==> config.mk <==
export PLATFORM = sky130hd
export DESIGN_NAME = reg_writeback_flat
export DESIGN_NICKNAME = d
export VERILOG_FILES = /design/src/rtl/reg_writeback_if.sv /design/src/rtl/reg_writeback.sv /design/src/flat_wrapper.sv
export SDC_FILE = /design/constraint.sdc
export NUM_CORES = 1
export LEC_CHECK = 0
export BUFFER_PORTS_ARGS = -buffer_cell sky130_fd_sc_hd__buf_2
export CORE_ASPECT_RATIO = 0.75
export CORE_MARGIN = 2
export CORE_UTILIZATION = 47
export CTS_BUF_LIST = sky130_fd_sc_hd__clkbuf_4 sky130_fd_sc_hd__clkbuf_8
export DETAILED_ROUTE_END_ITERATION = 10
export PLACE_DENSITY = 0.72
export SETUP_SLACK_MARGIN = 0.3
export SYNTH_ARGS = -nofsm -noshare
export SYNTH_HDL_FRONTEND = slang
export SYNTH_SLANG_ARGS = --single-unit
==> constraint.sdc <==
create_clock -name clock_in -period 3.2 [get_ports clock_in]
set_input_delay 0.32 -clock clock_in [delete_from_list [all_inputs] [get_ports clock_in]]
set_output_delay 0.32 -clock clock_in [all_outputs]
set_load 0.02 [all_outputs]
==> src/rtl/reg_writeback_if.sv <==
// Bus bundle for reg_writeback: ALU and MDU result streams, decode hit queries,
// and the register-file write port.
interface reg_writeback_if #(
    parameter int PTR_W = 2
);
    logic             alu_valid;
    logic [4:0]       alu_dest;
    logic [31:0]      alu_data;
    logic             mdu_valid;
    logic             mdu_ready;
    logic [4:0]       mdu_dest;
    logic [31:0]      mdu_data;
    logic [4:0]       query1;
    logic [4:0]       query2;
    logic             hit1;
    logic             hit2;
    logic             regWrite;
    logic [4:0]       writeReg;
    logic [31:0]      writeData;
    logic [PTR_W:0]   fifo_count;

    modport master (
        output alu_valid, alu_dest, alu_data,
        output mdu_valid, mdu_dest, mdu_data,
        output query1, query2,
        input  mdu_ready, hit1, hit2,
        input  regWrite, writeReg, writeData, fifo_count
    );

    modport slave (
        input  alu_valid, alu_dest, alu_data,
        input  mdu_valid, mdu_dest, mdu_data,
        input  query1, query2,
        output mdu_ready, hit1, hit2,
        output regWrite, writeReg, writeData, fifo_count
    );
endinterface

==> src/rtl/reg_writeback.sv <==
// Register-file write arbiter: ALU results have priority, MDU results queue in a FIFO.
// Optional MDU_BYPASS_EN sends an MDU result straight to the write port when nothing else is pending.
module reg_writeback #(
    parameter int DEPTH = 4,
    parameter int PTR_W = 2
) (
    input  logic             clock_in,
    input  logic             reset,
    reg_writeback_if.slave   wb
);
    localparam logic [PTR_W:0] DEPTH_C = (PTR_W+1)'(DEPTH);

    logic [PTR_W-1:0] r_rd_ptr;
    logic [PTR_W-1:0] r_wr_ptr;
    logic [PTR_W:0]   r_count;
    logic [4:0]       r_mem_dest [DEPTH];
    logic [31:0]      r_mem_data [DEPTH];

    logic             r_we_p0;
    logic [4:0]       r_wreg_p0;
    logic [31:0]      r_wdata_p0;

    logic w_ready;
    logic w_empty;
    logic w_alu_wr;
    logic w_pop;
    logic w_accept;
    logic w_bypass;
    logic w_push;
    logic w_hit1;
    logic w_hit2;

    // An entry is live when its distance from the read pointer is below the occupancy.
    function automatic logic entry_live(input logic [PTR_W-1:0] idx,
                                        input logic [PTR_W-1:0] rd,
                                        input logic [PTR_W:0]   cnt);
        logic [PTR_W-1:0] off;
        off = idx - rd;
        return {1'b0, off} < cnt;
    endfunction

    assign w_ready  = (r_count < DEPTH_C);
    assign w_empty  = (r_count == '0);
    assign w_alu_wr = wb.alu_valid && (wb.alu_dest != 5'd0);
    assign w_pop    = !w_alu_wr && !w_empty;
    assign w_accept = wb.mdu_valid && w_ready && (wb.mdu_dest != 5'd0);

`ifdef MDU_BYPASS_EN
    assign w_bypass = w_accept && w_empty && !w_alu_wr;
`else
    assign w_bypass = 1'b0;
`endif

    assign w_push = w_accept && !w_bypass;

    always_comb begin
        w_hit1 = 1'b0;
        w_hit2 = 1'b0;
        for (int i = 0; i < DEPTH; i++) begin
            if (entry_live(PTR_W'(i), r_rd_ptr, r_count)) begin
                if (r_mem_dest[i] == wb.query1) w_hit1 = 1'b1;
                if (r_mem_dest[i] == wb.query2) w_hit2 = 1'b1;
            end
        end
        if (r_we_p0 && (r_wreg_p0 == wb.query1)) w_hit1 = 1'b1;
        if (r_we_p0 && (r_wreg_p0 == wb.query2)) w_hit2 = 1'b1;
        if (wb.query1 == 5'd0) w_hit1 = 1'b0;
        if (wb.query2 == 5'd0) w_hit2 = 1'b0;
    end

    // FIFO storage is intentionally not reset; liveness comes from pointers and count.
    always_ff @(posedge clock_in) begin
        if (w_push) begin
            r_mem_dest[r_wr_ptr] <= wb.mdu_dest;
            r_mem_data[r_wr_ptr] <= wb.mdu_data;
        end
    end

    always_ff @(posedge clock_in or negedge reset) begin
        if (!reset) begin
            r_rd_ptr <= '0;
            r_wr_ptr <= '0;
            r_count  <= '0;
        end else begin
            if (w_push) r_wr_ptr <= r_wr_ptr + 1'b1;
            if (w_pop)  r_rd_ptr <= r_rd_ptr + 1'b1;
            case ({w_push, w_pop})
                2'b10:   r_count <= r_count + 1'b1;
                2'b01:   r_count <= r_count - 1'b1;
                default: r_count <= r_count;
            endcase
        end
    end

    // Stage p0: registered register-file write port.
    always_ff @(posedge clock_in or negedge reset) begin
        if (!reset) begin
            r_we_p0    <= 1'b0;
            r_wreg_p0  <= 5'd0;
            r_wdata_p0 <= 32'd0;
        end else if (w_alu_wr) begin
            r_we_p0    <= 1'b1;
            r_wreg_p0  <= wb.alu_dest;
            r_wdata_p0 <= wb.alu_data;
        end else if (w_pop) begin
            r_we_p0    <= 1'b1;
            r_wreg_p0  <= r_mem_dest[r_rd_ptr];
            r_wdata_p0 <= r_mem_data[r_rd_ptr];
        end else if (w_bypass) begin
            r_we_p0    <= 1'b1;
            r_wreg_p0  <= wb.mdu_dest;
            r_wdata_p0 <= wb.mdu_data;
        end else begin
            r_we_p0    <= 1'b0;
        end
    end

    assign wb.mdu_ready  = w_ready;
    assign wb.hit1       = w_hit1;
    assign wb.hit2       = w_hit2;
    assign wb.regWrite   = r_we_p0;
    assign wb.writeReg   = r_wreg_p0;
    assign wb.writeData  = r_wdata_p0;
    assign wb.fifo_count = r_count;
endmodule

==> src/flat_wrapper.sv <==
// flat-port wrapper written by rule: the top's interface ports become plain ports
module reg_writeback_flat 
#(
    parameter int DEPTH = 4,
    parameter int PTR_W = 2
)
  (clock_in, reset, wb_alu_valid, wb_alu_dest, wb_alu_data, wb_mdu_valid, wb_mdu_dest, wb_mdu_data, wb_query1, wb_query2, wb_mdu_ready, wb_hit1, wb_hit2, wb_regWrite, wb_writeReg, wb_writeData, wb_fifo_count);
  reg_writeback_if #(.PTR_W(PTR_W)) wb_i ();
  input  logic clock_in;
  input  logic reset;
  input wire logic [$bits(wb_i.alu_valid)-1:0] wb_alu_valid;
  input wire logic [$bits(wb_i.alu_dest)-1:0] wb_alu_dest;
  input wire logic [$bits(wb_i.alu_data)-1:0] wb_alu_data;
  input wire logic [$bits(wb_i.mdu_valid)-1:0] wb_mdu_valid;
  input wire logic [$bits(wb_i.mdu_dest)-1:0] wb_mdu_dest;
  input wire logic [$bits(wb_i.mdu_data)-1:0] wb_mdu_data;
  input wire logic [$bits(wb_i.query1)-1:0] wb_query1;
  input wire logic [$bits(wb_i.query2)-1:0] wb_query2;
  output wire logic [$bits(wb_i.mdu_ready)-1:0] wb_mdu_ready;
  output wire logic [$bits(wb_i.hit1)-1:0] wb_hit1;
  output wire logic [$bits(wb_i.hit2)-1:0] wb_hit2;
  output wire logic [$bits(wb_i.regWrite)-1:0] wb_regWrite;
  output wire logic [$bits(wb_i.writeReg)-1:0] wb_writeReg;
  output wire logic [$bits(wb_i.writeData)-1:0] wb_writeData;
  output wire logic [$bits(wb_i.fifo_count)-1:0] wb_fifo_count;
  assign wb_i.alu_valid = wb_alu_valid;
  assign wb_i.alu_dest = wb_alu_dest;
  assign wb_i.alu_data = wb_alu_data;
  assign wb_i.mdu_valid = wb_mdu_valid;
  assign wb_i.mdu_dest = wb_mdu_dest;
  assign wb_i.mdu_data = wb_mdu_data;
  assign wb_i.query1 = wb_query1;
  assign wb_i.query2 = wb_query2;
  assign wb_mdu_ready = wb_i.mdu_ready;
  assign wb_hit1 = wb_i.hit1;
  assign wb_hit2 = wb_i.hit2;
  assign wb_regWrite = wb_i.regWrite;
  assign wb_writeReg = wb_i.writeReg;
  assign wb_writeData = wb_i.writeData;
  assign wb_fifo_count = wb_i.fifo_count;
  reg_writeback #(.DEPTH(DEPTH), .PTR_W(PTR_W)) u_core (.clock_in(clock_in), .reset(reset), .wb(wb_i));
endmodule
==> impl_metrics.ini, run 1 <==
[status]
status = complete, no violations

[sta]
min_period_over_period = 0.8725
finalCriticalPeriod_ns = 2.792
finalSetupTns_ns = 0
final_hold_viol_count = 0
tightest_slew_ns = 1.034
finClkSkew_ns = 0.01649
rsz0062_at_grt = false
drv_slew = 0
slew_headroom = 0.3108
finalSetupViolCount = 0
clock.fmax_ghz = 0.3582

[worst_setup_path]
worst_setup_path_start_kind = register
r2r_start = u_core.wb.fifo_count[2]
startpoint = u_core.wb.fifo_count[1]
worstPathRequired_ns = 2.88
crit_type = reg -> out
cp-end-kind = output pin
cp.arrival_ns = 2.47
cp_max_fo = 5
r2r_cells = 3

[cells_and_area]
mostFrequentLayoutCell = edfxtp_1
final_nets = 725
fin_cells = 884
final_cell_mix = edfxtp_1, buf_2, dfrtp_1, mux4_2, mux2i_1
multi_input_area_um2 = 2656
utilization = 0.5485
syn_to_final_growth_pct = 14.09
nFillCells = 1452
drive_gt1_frac = 0.4078
regArea_um2 = 5574

[worst_hold_path]
hp-start = wb_mdu_data[15]
whs_path_depth = 1
hold_path_class = in -> reg

[drt]
post_drt_wl_per_cell_um = 19.59
dr.pass1.iters = 4
drt_iter0_markers = 283
antenna_left = 0
vias_per_cell = 5.230
vias = 4623
drt-total-wl_um = 17320
drc = 0

[cts]
numCtsBuffers = 17
clockBufferDepth = 2
cts_root_buffer = clkbuf_8
clk_pin_slew_worst_paths_ns = 0.10
clk_latency_ns = 0.45
numClockSinks = 193
cts_tree = done
h-tree-depth = 4

[global_route]
grtUsageMet2 = 0.3136
grt_overflow = 0
first_global_vias = 5064
grt_use_met1 = 0.2495
grt_antenna_before_repair = 3
gr-usage-all-layers = 0.1908
grt_busiest_layer = met2
grt_start_max_net_pins = 74
grt_pass1_wl_um = 27630
grt.met3_usage = 0.05729

[die]
num_io_pins = 132
rows = 42
die_w_um = 159.2
coreArea_um2 = 17660
initial_core_util = 0.4807
fp.dieH_um = 120.4
die-area_um2 = 19160

[logic_synthesis]
synth_cell_types = 45
synth_area_leaders = edfxtp_1, dfrtp_1, mux4_2
ys_seq_elements = 193
netlist_area_um2 = 8488
ys_warn_count = 0
synth_top_area_cell = edfxtp_1
yosysSeqAreaShare = 0.6563
synth_top_cell_area_share = 0.5236
netlist_instances = 499
async_reset_ff_frac = 0.2332
synth_enable_flop_cells = 148
avgSynthCellArea_um2 = 17.01
synth.net_count = 597
ys.flop_type = edfxtp_1

[placed_design]
dp_cells = 847
place_congestion = 0.9325
dpl.hpwl_um = 11480
io_buffers = 131

[run]
drv_cap = 0

[power]
p_per_area_nw_per_um2 = 806.1
vdd_ir_drop_max_uv = 449.0
power.internal_mw = 5.089
p_comb_frac = 0.371
leakagePower_nw = 3.459
p_sw_frac = 0.3481
seqPwrFrac = 0.444
p_clk_frac = 0.185
power_switching_mw = 2.717
==> through the flow <==
stage	setup slack (ns)	area [um2]	hold WS [ns]	power, mW
floorplan	0.6668	8488	0.02441	5.624
global route	0.3005	9679	0.03906	8.280
CTS	0.3053	9654	0.04173	7.869
finish	0.4079	9684	0.07718	7.806
global placement	0.7147	9254	0.4524	6.284
detailed placement	0.6995	9254	0.4680	6.392
==> sequential cells by signal, summed over array words and instances, names as in the netlist <==
signal                cells
u_core.wb.writeReg        5
u_core.wb.regWrite        1
u_core.wb.fifo_count      3
u_core.r_rd_ptr           2
u_core.r_mem_dest        20
u_core.wb.writeData      32
u_core.r_wr_ptr           2
u_core.r_mem_data       128
==> final timing paths <==
path	slack, ns	to
setup / recovery	0.41	wb_hit1
hold / removal	0.08	u_core.r_mem_data[1][15]
setup reg to reg	0.93	u_core.r_mem_dest[2][4]
hold reg to reg	0.59	u_core.wb.writeData[12]
max in group asynchronous	1.96	u_core.wb.writeData[5]
min in group asynchronous	0.50	u_core.wb.writeData[27]
==> power groups by stage <==
stage | registers, mW | clock network, mW | logic [mW]
2_1_floorplan | 3.69 | 0 | 1.93
3_3_place_gp | 3.51 | 0 | 2.78
3_5_place_dp | 3.55 | 0 | 2.84
4_1_cts | 3.47 | 1.49 | 2.91
5_1_grt | 3.52 | 1.59 | 3.16
6_report | 3.47 | 1.44 | 2.90
==> Yosys cell counts, types with 3 or more instances <==
master and instances:
a21oi_1 3, a21oi_2 34, and2_1 4, buf_2 9, buf_4 4, buf_6 5
buf_8 4, clkbuf_1 6, dfrtp_1 45, edfxtp_1 148, ha_1 9, inv_1 8
mux2i_1 35, mux4_2 37, nand2_1 4, nand3_1 9, nor2_1 33, nor2_2 4
nor3_1 3, nor4_1 5, o21ai_0 3, or4_1 4, xnor2_1 29, xor2_1 28
==> per-layer routing <==
layer	vias to the layer above	wire [um]
li1	2138	-
met1	2325	7449
met2	142	8541
met3	18	1130
met4	0	195
met5	-	0
==> timing repair <==
item                                    in CTS  in global routing
endpoints found under the setup margin       2                  2
hold buffers                                 1                  0
gates resized for setup                      2                  7
endpoints found under the hold margin       32                  0
buffers inserted                             2                  0
==> final cells by class <==
cell class	count	area share
tap	242	0.03127
timing repair buffer	140	0.07623
sequential	193	0.5756
multi-input combinational	266	0.2743
inverter	9	0.003747
antenna	2	0.0005168
clock inverter	12	0.01059
clock buffer	20	0.02778
==> cells by family (layout without fill, tap and decap cells) <==
kind of cell               after synthesis  after routing  synth area share
DFF                                    193            193            0.6562
and+or+nand+nor                         73             73           0.04245
other                                    0              2                 0
xor gates and xnor gates                57             57           0.05881
AOI/OAI and AO/OA                       52             52           0.05042
muxes                                   74             74            0.1421
buffers and inverters                   40            181           0.03434
adders and majority gates               10             10           0.01563
==> critical path: stages, from the launching register on <==
cell and delay (ns):
dfrtp_2 0.45, inv_4 0.11, ha_4 0.21, a21boi_1 0.13, o21a_1 0.20, or4_1 0.53, nand3_1 0.11, o22a_1 0.13
buf_2 0.16
No activity file was read; power rests on OpenSTA's default activity.
==> inputs of run 2 (changes only) <==
- RECOVER_POWER: not set -> 25
==> run 2 against run 1 <==
Die area stayed put. Worst setup slack worse by 0.0020 ns. Core utilization is 0.21 points lower. Global-route usage stayed put. Worst hold slack better by 0.017 ns. Largest power group unchanged. Critical path depth stayed put.
==> impl_metrics.ini, run 2 (synthesized netlist as in run 1, its figures left out) <==
[drt]
dr.pass1.iters = 4
vias = 4633
vias_per_cell = 5.241
antenna_left = 0
drt_iter0_markers = 277
drc = 0
post_drt_wl_per_cell_um = 19.63
drt-total-wl_um = 17360

[cells_and_area]
utilization = 0.5463
syn_to_final_growth_pct = 13.65
mostFrequentLayoutCell = edfxtp_1
final_cell_mix = edfxtp_1, buf_2, dfrtp_1, mux4_2, mux2i_1
max_flop_register = u_core.r_mem_data
largest_reg_flops = 128
final_nets = 725
drive_gt1_frac = 0.3609
design_area_um2 = 9647
fin_cells = 884

[worst_setup_path]
cp.arrival_ns = 2.47
crit_type = reg -> out
worstPathRequired_ns = 2.88
path_cells = inv_4 > ha_4 > a21boi_1 > o21a_1 > or4_1 > nand3_1 > o22a_1 > buf_2
cp.buffers_inverters = 2
crit_slowest_cell = or4_1
cp-end-kind = output pin
cp_max_fo = 5
critPathMaxStageDelay_ns = 0.53
path_delay_family = simple AND/OR/NAND/NOR gates
worst_setup_path_start_kind = register

[cts]
h-tree-depth = 4
cts_tree = done
clockBufferDepth = 2
clk_pin_slew_worst_paths_ns = 0.09
numClockSinks = 193
cts_root_buffer = clkbuf_8
numCtsBuffers = 17
clk_latency_ns = 0.45

[worst_hold_path]
hold_path_class = in -> reg

[die]
die_w_um = 159.2
fp.dieH_um = 120.4
rows = 42
die-area_um2 = 19160
initial_core_util = 0.4807
num_io_pins = 132
coreArea_um2 = 17660

[sta]
finalCriticalPeriod_ns = 2.794
finClkSkew_ns = 0.01665
rsz0062_at_grt = false
drv_slew = 0
slew_headroom = 0.3143
finalSetupViolCount = 0
clock.fmax_ghz = 0.3579
layout_setup_ws_ns = 0.4059
tightest_slew_ns = 1.029
final_hold_viol_count = 0
min_period_over_period = 0.8732
finalSetupTns_ns = 0

[global_route]
grt_start_max_net_pins = 74
grt_pass1_wl_um = 27630
grt_antenna_before_repair = 2
first_global_vias = 5064
gr-usage-all-layers = 0.1908
grt_overflow = 0

[power]
p_per_area_nw_per_um2 = 809.0
leakagePower_nw = 3.377
vdd_ir_drop_max_uv = 448.7

[placed_design]
io_buffers = 131
dp_cells = 847
placed_area_um2 = 9254
place_congestion = 0.9325
dpl.hpwl_um = 11480
post-place-ws_ns = 0.6995

[run]
drv_cap = 0

[status]
status = complete, no violations
run 2: timing repair:
action / 4_1_cts / 5_1_grt
resized for setup: 2 / 7
hold buffers: 1 / 0
pin swaps: 0 / 0
endpoints found under the hold margin: 32 / 0
setup endpoints to repair: 2 / 2
buffers inserted: 2 / 0
run 2: routing by layer:
metal	global-route usage	part of all wire	vias to the layer above
li1	-	-	2137
met1	0.2495	0.43	2320
met2	0.3136	0.49	158
met3	0.05729	0.072	18
met4	0.05398	0.011	0
met5	0	0	-
run 2: where the power goes:
part	total [mW]	internal, mW	switching (mW)
sequential	3.47	3.21	0.260
clock	1.45	0.603	0.843
combinational	2.89	1.27	1.62
total	7.80	5.08	2.72
run 2: worst paths after layout:
kind / cells after the start / slack [ns] / start / end
min: 1 / 0.09 / wb_mdu_data[14] / u_core.r_mem_data[2][14]
min reg2reg: 2 / 0.59 / u_core.wb.fifo_count[1] / u_core.wb.fifo_count[1]
max reg2reg: 3 / 0.93 / u_core.wb.fifo_count[2] / u_core.r_mem_data[3][14]
max in group asynchronous: 3 / 1.96 / reset / u_core.wb.writeData[5]
min in group asynchronous: 2 / 0.50 / reset / u_core.wb.writeData[27]
max: 8 / 0.41 / u_core.wb.fifo_count[1] / wb_hit1
run 2: cell type report:
cell class | instances | area, um2
flip-flops and latches | 193 | 5574
clock inverters | 12 | 102.6
repair buffers | 140 | 700.7
diodes | 2 | 5.005
multi-input cells | 266 | 2656
fillers | 1465 | 8010
well taps | 242 | 302.8
clock buffers | 20 | 269.0
inverters | 9 | 36.28
run 2: through the flow:
step                      hold slack (ns)  total power, mW
final                             0.09377            7.804
after global routing              0.07087            8.274
after CTS                         0.04173            7.869
after detailed placement           0.4680            6.392
after global placement             0.4524            6.284
after floorplan                   0.02441            5.624
run 2: worst register-to-register path, delay by kind of cell, from the launching register on:
family                 cells  cell delay [ns]
buffers and inverters      1             0.18
DFF                        1             0.46
AOI/OAI and AO/OA          1             0.35
and+or+nand+nor            1             0.88
